File: src/rtl/if_fetch_unit_if.sv
// Instruction-memory request/response bus between the fetch stage (master) and the instruction memory (slave).
interface if_fetch_unit_if;
  logic        imem_req;
  logic [31:0] imem_addr;
  logic        imem_ready;
  logic [31:0] imem_rdata;

  modport master (
    output imem_req,
    output imem_addr,
    input  imem_ready,
    input  imem_rdata
  );

  modport slave (
    input  imem_req,
    input  imem_addr,
    output imem_ready,
    output imem_rdata
  );
endinterface

File: src/rtl/if_fetch_unit.sv
// Instruction-fetch stage: holds the PC, issues word fetches over a req/ready bus and feeds the IF/ID register.
// A one-entry skid buffer absorbs a word returned during a stall; a redirect with a pending request drains it first.
module if_fetch_unit #(
  parameter logic [31:0] RESET_PC  = 32'h0000_0000,
  parameter logic [31:0] NOP_INSTR = 32'h0000_0033
) (
  input  logic            clk,
  input  logic            rst,
  input  logic            stall_in,
  input  logic            NextPCSrc_in,
  input  logic [31:0]     branch_target_in,
  if_fetch_unit_if.master imem,
  output logic [31:0]     instruction_out,
  output logic [31:0]     pc_out_out,
  output logic [31:0]     sum_out_out,
  output logic            valid_out
);

  typedef enum logic [1:0] {
    FETCH = 2'd0,
    HOLD  = 2'd1,
    DRAIN = 2'd2
  } fetch_state_t;

  typedef struct packed {
    logic [31:0] instr;
    logic [31:0] pc;
    logic [31:0] sum;
    logic        valid;
  } fetch_out_t;

  localparam fetch_out_t BUBBLE = '{instr: NOP_INSTR, pc: 32'h0, sum: 32'h0, valid: 1'b0};

  fetch_state_t state_q, state_d;
  logic [31:0]  pc_q, pc_d;
  logic [31:0]  hold_instr_q, hold_instr_d;
  logic [31:0]  hold_pc_q, hold_pc_d;
  logic [31:0]  redirect_pc_q, redirect_pc_d;
  fetch_out_t   out_q, out_d;
  logic         started_q;

  logic [31:0]  target;
  logic [31:0]  pc_plus4;
  logic         req;
  logic         granted;

  assign target   = branch_target_in & ~32'h3;
  assign pc_plus4 = pc_q + 32'd4;
  assign granted  = req && imem.imem_ready;

  // started_q delays the first request until the edge after reset is released.
  always_ff @(posedge clk) begin
    if (rst) begin
      state_q       <= FETCH;
      pc_q          <= RESET_PC;
      hold_instr_q  <= NOP_INSTR;
      hold_pc_q     <= 32'h0;
      redirect_pc_q <= RESET_PC;
      out_q         <= BUBBLE;
      started_q     <= 1'b0;
    end else begin
      state_q       <= state_d;
      pc_q          <= pc_d;
      hold_instr_q  <= hold_instr_d;
      hold_pc_q     <= hold_pc_d;
      redirect_pc_q <= redirect_pc_d;
      out_q         <= out_d;
      started_q     <= 1'b1;
    end
  end

  always_comb begin
    state_d       = state_q;
    pc_d          = pc_q;
    hold_instr_d  = hold_instr_q;
    hold_pc_d     = hold_pc_q;
    redirect_pc_d = redirect_pc_q;
    out_d         = out_q;

    case (state_q)
      FETCH: begin
        if (NextPCSrc_in) begin
          out_d = BUBBLE;
          if (req && !imem.imem_ready) begin
            redirect_pc_d = target;
            state_d       = DRAIN;
          end else begin
            pc_d = target;
          end
        end else if (granted) begin
          pc_d = pc_plus4;
          if (stall_in) begin
            hold_instr_d = imem.imem_rdata;
            hold_pc_d    = pc_q;
            state_d      = HOLD;
          end else begin
            out_d = '{instr: imem.imem_rdata, pc: pc_q, sum: pc_plus4, valid: 1'b1};
          end
        end else if (!stall_in) begin
          out_d = BUBBLE;
        end
      end

      HOLD: begin
        if (NextPCSrc_in) begin
          out_d   = BUBBLE;
          pc_d    = target;
          state_d = FETCH;
        end else if (!stall_in) begin
          out_d   = '{instr: hold_instr_q, pc: hold_pc_q, sum: hold_pc_q + 32'd4, valid: 1'b1};
          state_d = FETCH;
        end
      end

      DRAIN: begin
        // The outstanding response is thrown away; the most recent redirect target wins.
        if (NextPCSrc_in) begin
          redirect_pc_d = target;
        end
        if (granted) begin
          pc_d    = NextPCSrc_in ? target : redirect_pc_q;
          state_d = FETCH;
        end
        if (NextPCSrc_in || !stall_in) begin
          out_d = BUBBLE;
        end
      end

      default: begin
        state_d = FETCH;
      end
    endcase
  end

  always_comb begin
    req            = started_q && !rst && (state_q != HOLD);
    imem.imem_req  = req;
    imem.imem_addr = pc_q;
  end

  assign instruction_out = out_q.instr;
  assign pc_out_out      = out_q.pc;
  assign sum_out_out     = out_q.sum;
  assign valid_out       = out_q.valid;

  // A request left waiting must keep its address until the memory accepts it.
  property p_addr_stable;
    @(posedge clk) disable iff (rst)
      (imem.imem_req && !imem.imem_ready) |=> $stable(imem.imem_addr);
  endproperty
  a_addr_stable: assert property (p_addr_stable);

endmodule

File: src/flat_wrapper.sv
// flat-port wrapper written by rule: the top's interface ports become plain ports
module if_fetch_unit_flat 
#(
  parameter logic [31:0] RESET_PC  = 32'h0000_0000,
  parameter logic [31:0] NOP_INSTR = 32'h0000_0033
)
  (clk, rst, stall_in, NextPCSrc_in, branch_target_in, instruction_out, pc_out_out, sum_out_out, valid_out, imem_imem_req, imem_imem_addr, imem_imem_ready, imem_imem_rdata);
  if_fetch_unit_if imem_i ();
  input  logic clk;
  input  logic rst;
  input  logic stall_in;
  input  logic NextPCSrc_in;
  input  logic [31:0] branch_target_in;
  output logic [31:0] instruction_out;
  output logic [31:0] pc_out_out;
  output logic [31:0] sum_out_out;
  output logic valid_out;
  output wire logic [$bits(imem_i.imem_req)-1:0] imem_imem_req;
  output wire logic [$bits(imem_i.imem_addr)-1:0] imem_imem_addr;
  input wire logic [$bits(imem_i.imem_ready)-1:0] imem_imem_ready;
  input wire logic [$bits(imem_i.imem_rdata)-1:0] imem_imem_rdata;
  assign imem_imem_req = imem_i.imem_req;
  assign imem_imem_addr = imem_i.imem_addr;
  assign imem_i.imem_ready = imem_imem_ready;
  assign imem_i.imem_rdata = imem_imem_rdata;
  if_fetch_unit #(.RESET_PC(RESET_PC), .NOP_INSTR(NOP_INSTR)) u_core (.clk(clk), .rst(rst), .stall_in(stall_in), .NextPCSrc_in(NextPCSrc_in), .branch_target_in(branch_target_in), .imem(imem_i), .instruction_out(instruction_out), .pc_out_out(pc_out_out), .sum_out_out(sum_out_out), .valid_out(valid_out));
endmodule
File: config.mk
export PLATFORM = sky130hd
export DESIGN_NAME = if_fetch_unit_flat
export DESIGN_NICKNAME = d
export VERILOG_FILES = /design/src/rtl/if_fetch_unit_if.sv /design/src/rtl/if_fetch_unit.sv /design/src/flat_wrapper.sv
export SDC_FILE = /design/constraint.sdc
export NUM_CORES = 1
export LEC_CHECK = 0
export CAP_MARGIN = 10
export CORE_MARGIN = 5
export CORE_UTILIZATION = 30
export CTS_CLUSTER_SIZE = 28
export DETAILED_ROUTE_END_ITERATION = 8
export SYNTH_ARGS = -nofsm -noshare
export SYNTH_HDL_FRONTEND = slang
export SYNTH_SLANG_ARGS = --single-unit
export TNS_END_PERCENT = 30
File: constraint.sdc
create_clock -name clk -period 7.71 [get_ports clk]
set_clock_uncertainty 0.2 [all_clocks]
set_input_delay 0.771 -clock clk [delete_from_list [all_inputs] [get_ports clk]]
set_output_delay 0.771 -clock clk [all_outputs]
set_load 0.01 [all_outputs]
==> summary.md <==
| Metric | Value |
|---|---|
| Average vias per placed instance | between 5 and 6 |
| DRC viols | 0 |
| Hold endpoint | u_core.hold_instr_q[28] |
| Height of the die | around 200 um |
| Crit Path Category | reg2reg |
| Routed wire per std cell | a little over 20 um |
| Tmin final | approximately 3.8 ns |
| Post-CTS setup buffer count | 0 |
| DRT met1 WL | 18100 um |
| Die area | between 40000 and 50000 sq um |
| Netlist cell types | 62 |
| Syn Std Cell Area | between 10000 and 15000 sq um |
| Max FO, Critical Path | between 50 and 60 |
| Initial DRT Pass Iterations | 5 |
| Vias after detailed routing | about 11000 |
| Critical path, cell by cell | inv_1 -> ha_1 -> buf_4 -> or2_2 -> nor2_4 -> buf_4 -> nand2_1 -> o211ai_1 -> o221a_2 |
| First-pass GRT wire length | around 63000 um |
| FF-to-FF setup slack | just under 4 ns |
| Met3 WL post-DR | between 3000 and 4000 um |
| Hold Buf Count CTS | 0 |
| Tcrit/Tclk final | 49.9% |
| N_diodes | 0 |
| Post-synth EDFFs | 0 |
| Gr usage total | 18.9% |
| Max Cap Violations | 0 |
| Max stage delay on crit path | between 0.7 and 0.8 ns |
| Initial Utilization | between 30% and 40% |
| GR Overflow Total | 0 |
| Syn nets | 1491 |
| Peak supply drop | ~0.14 mV |
| Register bit total from synthesis | 226 |
| Seq/Total Area, Yosys | between 40% and 50% |
| Hold depth | 2 |
| Final hold vios | 0 |
| RSZ-0062 raised after global routing | no |
| Worst Path Required | about 8.0 ns |
| Synth warnings | 0 |
| Worst hold start | u_core.hold_instr_q[28] |
| Antenna-violating nets left | 0 |
| Area Growth Syn to Fin | 26.6% |
| CTS Buf Count | 27 |
| Met2 WL | about 19000 um |
| IO buf count | ~200 |
| Hold WC Path Type | reg2reg |
| Initial antenna violation count | 1 |
| DRT iter0 DRCs | 980 |
| Share of layout cells above drive strength 1 | under 10% |
| Routed Wire Length | 40900 um |
| Die Wd | 203 um |
| Slew headroom | between 20% and 30% |
| Worst R2R Path Depth | 9 |
| # setup viols final | 0 |
| Pre-CTS setup slack | 3.73 ns |
| CTS sink count | between 200 and 250 |
| Reg clk slew, reported paths | 0.06 ns |
| Fillers | 3715 |
| Skew-Pair Late Insertion Delay | 0.54 ns |
| Core area | around 37000 sq um |
| Avg Cell Area, Syn | between 7 and 8 sq um |
| Max Used Layer | met5 |
| Fin Setup TNS | 0 ns |
| Main synth FF type | dfxtp_1 |
| Pleak | around 4.7 nW |
| Area after DPL | 13200 sq um |
| Row Count | 70 |
| Syn Inst Count | around 1400 |
| Power Dens Cells | 219 nW/um^2 |
| Worst reg2reg startpoint | u_core.state_q[0] |
| I/O pin total | roughly 200 |
| Setup crit start kind | flip-flop |
| Clock Path Buffers | 3 |
| Final std cell area, no fill | approximately 14000 sq um |
| CTS root buf | clkbuf_16 |
| H-tree Lvls | 1 |
| Max Clk Rate | between 200 and 300 MHz |
| Final nets | 1581 |
| Max stage delay cell, worst path | nor2_4 |
| Least-Margin Pin Slew | roughly 1.1 ns |
| Post-CTS Resized | 0 |
| Status | completed |
| CP Capture Type | flip-flop |
| Final WS setup | 3.86 ns |
| Reg2Reg Capture Point | u_core.sum_out_out[24] |
| HPWL Detailed | between 20000 and 30000 um |
| FFs w/ async S/R, synth | 0% |
| Largest net degree at the start of global routing | approximately 110 |
| RePlAce Congestion | 0.875 |
| Crit-path most repeated cell | buf_4 |
| CTS tree | built |
| Vias in the first global route | roughly 11000 |
| Arr. time, crit path | just over 4 ns |
| Final Max Tran Viols | 0 |
-- flip-flops by register name, indices dropped and copies added (netlist names) --
register	flops
u_core.hold_instr_q	32
u_core.hold_pc_q	32
u_core.imem.imem_addr	32
u_core.instruction_out	32
u_core.pc_out_out	32
u_core.redirect_pc_q	32
u_core.started_q	1
u_core.state_q	2
u_core.sum_out_out	30
u_core.valid_out	1
-- layout by cell type, fill, tap and decap left out, types with 4 or more instances in the layout --
| master | count |
|---|---|
| clkbuf_1 | 7 |
| xor2_1 | 8 |
| inv_1 | 25 |
| dfxtp_1 | 226 |
| nor4_1 | 22 |
| or3_1 | 6 |
| a211oi_1 | 8 |
| ha_1 | 6 |
| a311oi_1 | 8 |
| and4_1 | 12 |
| a21oi_1 | 124 |
| nor3b_1 | 6 |
| nor3_1 | 94 |
| buf_4 | 15 |
| xnor2_1 | 18 |
| or4_1 | 8 |
| and3_1 | 4 |
| a21boi_0 | 8 |
| nor2_1 | 127 |
| nand2_1 | 176 |
| a22o_1 | 24 |
| o21ai_0 | 76 |
| a21o_1 | 9 |
| o31a_1 | 5 |
| clkbuf_16 | 27 |
| a31oi_1 | 14 |
| mux2i_1 | 31 |
| a22oi_1 | 11 |
| clkdlybuf4s50_1 | 194 |
| nor2b_1 | 7 |
| nand3_1 | 33 |
| a221oi_1 | 71 |
| a221o_1 | 7 |
| nand4_1 | 30 |
| o211ai_1 | 8 |
| o21a_1 | 6 |
-- cells in the mapped netlist, types with 3 or more instances --
| cell | count | share of area (%) |
|---|---|---|
| dfxtp_1 | 226 | 41 |
| nand2_1 | 176 | 5.9 |
| nor2_1 | 128 | 4.3 |
| a21oi_1 | 125 | 5.6 |
| clkbuf_1 | 116 | 3.9 |
| nor3_1 | 94 | 4.2 |
| o21ai_0 | 76 | 3.4 |
| a221oi_1 | 71 | 5.6 |
| nand3_1 | 34 | 1.5 |
| mux2i_1 | 31 | 2.8 |
| nand4_1 | 30 | 1.7 |
| inv_1 | 25 | 0.84 |
| a22o_1 | 24 | 1.9 |
| buf_2 | 23 | 1.0 |
| nor4_1 | 22 | 1.2 |
| xnor2_1 | 18 | 1.4 |
| a31oi_1 | 14 | 0.79 |
| and4_1 | 12 | 0.94 |
| a22oi_1 | 11 | 0.74 |
| a21o_1 | 10 | 0.67 |
| a311oi_1 | 9 | 0.71 |
| a211oi_1 | 8 | 0.54 |
| a21boi_0 | 8 | 0.54 |
| buf_1 | 8 | 0.27 |
| nor2b_1 | 8 | 0.45 |
| o211ai_1 | 8 | 0.54 |
| or4_1 | 8 | 0.54 |
| xor2_1 | 8 | 0.63 |
| a221o_1 | 7 | 0.63 |
| o21a_1 | 7 | 0.47 |
| ha_1 | 6 | 0.67 |
| nor3b_1 | 6 | 0.40 |
| or3_1 | 6 | 0.34 |
| and3_1 | 5 | 0.28 |
| o31a_1 | 5 | 0.39 |
| a31o_2 | 3 | 0.24 |
| nand3b_1 | 3 | 0.20 |
| o221a_2 | 3 | 0.30 |
| or2_2 | 3 | 0.17 |
-- stage by stage --
stage               utilization, %  total power [mW]  std cells  hold WS, ns
floorplan                        -              1.59       1416        0.235
global placement              36.2              1.84       1945        0.242
detailed placement            36.2              1.84       1945        0.248
CTS                           38.5              3.12       1990        0.257
global route                  38.5              3.21       1990        0.278
finish                        38.5              3.08       1990        0.254
-- layer usage --
metal  vias to the layer above  GRT usage [%]
li1                       5341              -
met1                      5422           26.3
met2                       407           30.0
met3                        58           3.48
met4                         2           5.50
met5                         -              0
-- critical path, delay by kind of cell, from the launching register on --
family	cells	cell delay (ns)
adder cells (fa/ha/maj)	1	0.30
AO/OA/AOI/OAI	2	0.44
AND/OR/NAND/NOR	3	1.38
flip-flops	1	0.38
buffers and inverters	3	1.05
-- how the worst max path moves through the flow --
stage	from	to	cells after the start
final	u_core.state_q[0]	u_core.sum_out_out[24]	9
after global routing	u_core.state_q[0]	u_core.sum_out_out[24]	9
after CTS	u_core.state_q[0]	u_core.sum_out_out[24]	9
after detailed placement	NextPCSrc_in	u_core.sum_out_out[17]	8
after global placement	rst	u_core.sum_out_out[24]	7
after floorplan	rst	u_core.redirect_pc_q[10]	7
-- kinds of logic after synthesis --
kind of cell / synth area share [%]
AND/OR/NAND/NOR: 23.3
buffers and inverters: 6.23
flip-flops: 40.6
XOR/XNOR: 2.04
adder cells (fa/ha/maj): 0.674
AO/OA/AOI/OAI: 24.2
multiplexers: 2.99
-- cell type report --
class	instances	area (sq um)	share of cell area [%]
well taps	468	586	4.15
multi-input cells	1015	5970	42.3
clock buffers	36	729	5.17
repair buffers	211	2070	14.7
flip-flops and latches	226	4520	32.1
inverters	25	93.8	0.665
clock inverters	9	131	0.931
-- where the power goes --
part | total (mW) | internal [mW] | switching (mW)
sequential | 1.31 | 1.23 | 0.0862
combinational | 0.508 | 0.224 | 0.284
clock | 1.26 | 0.759 | 0.504
Power figures use the tool's default switching activity.
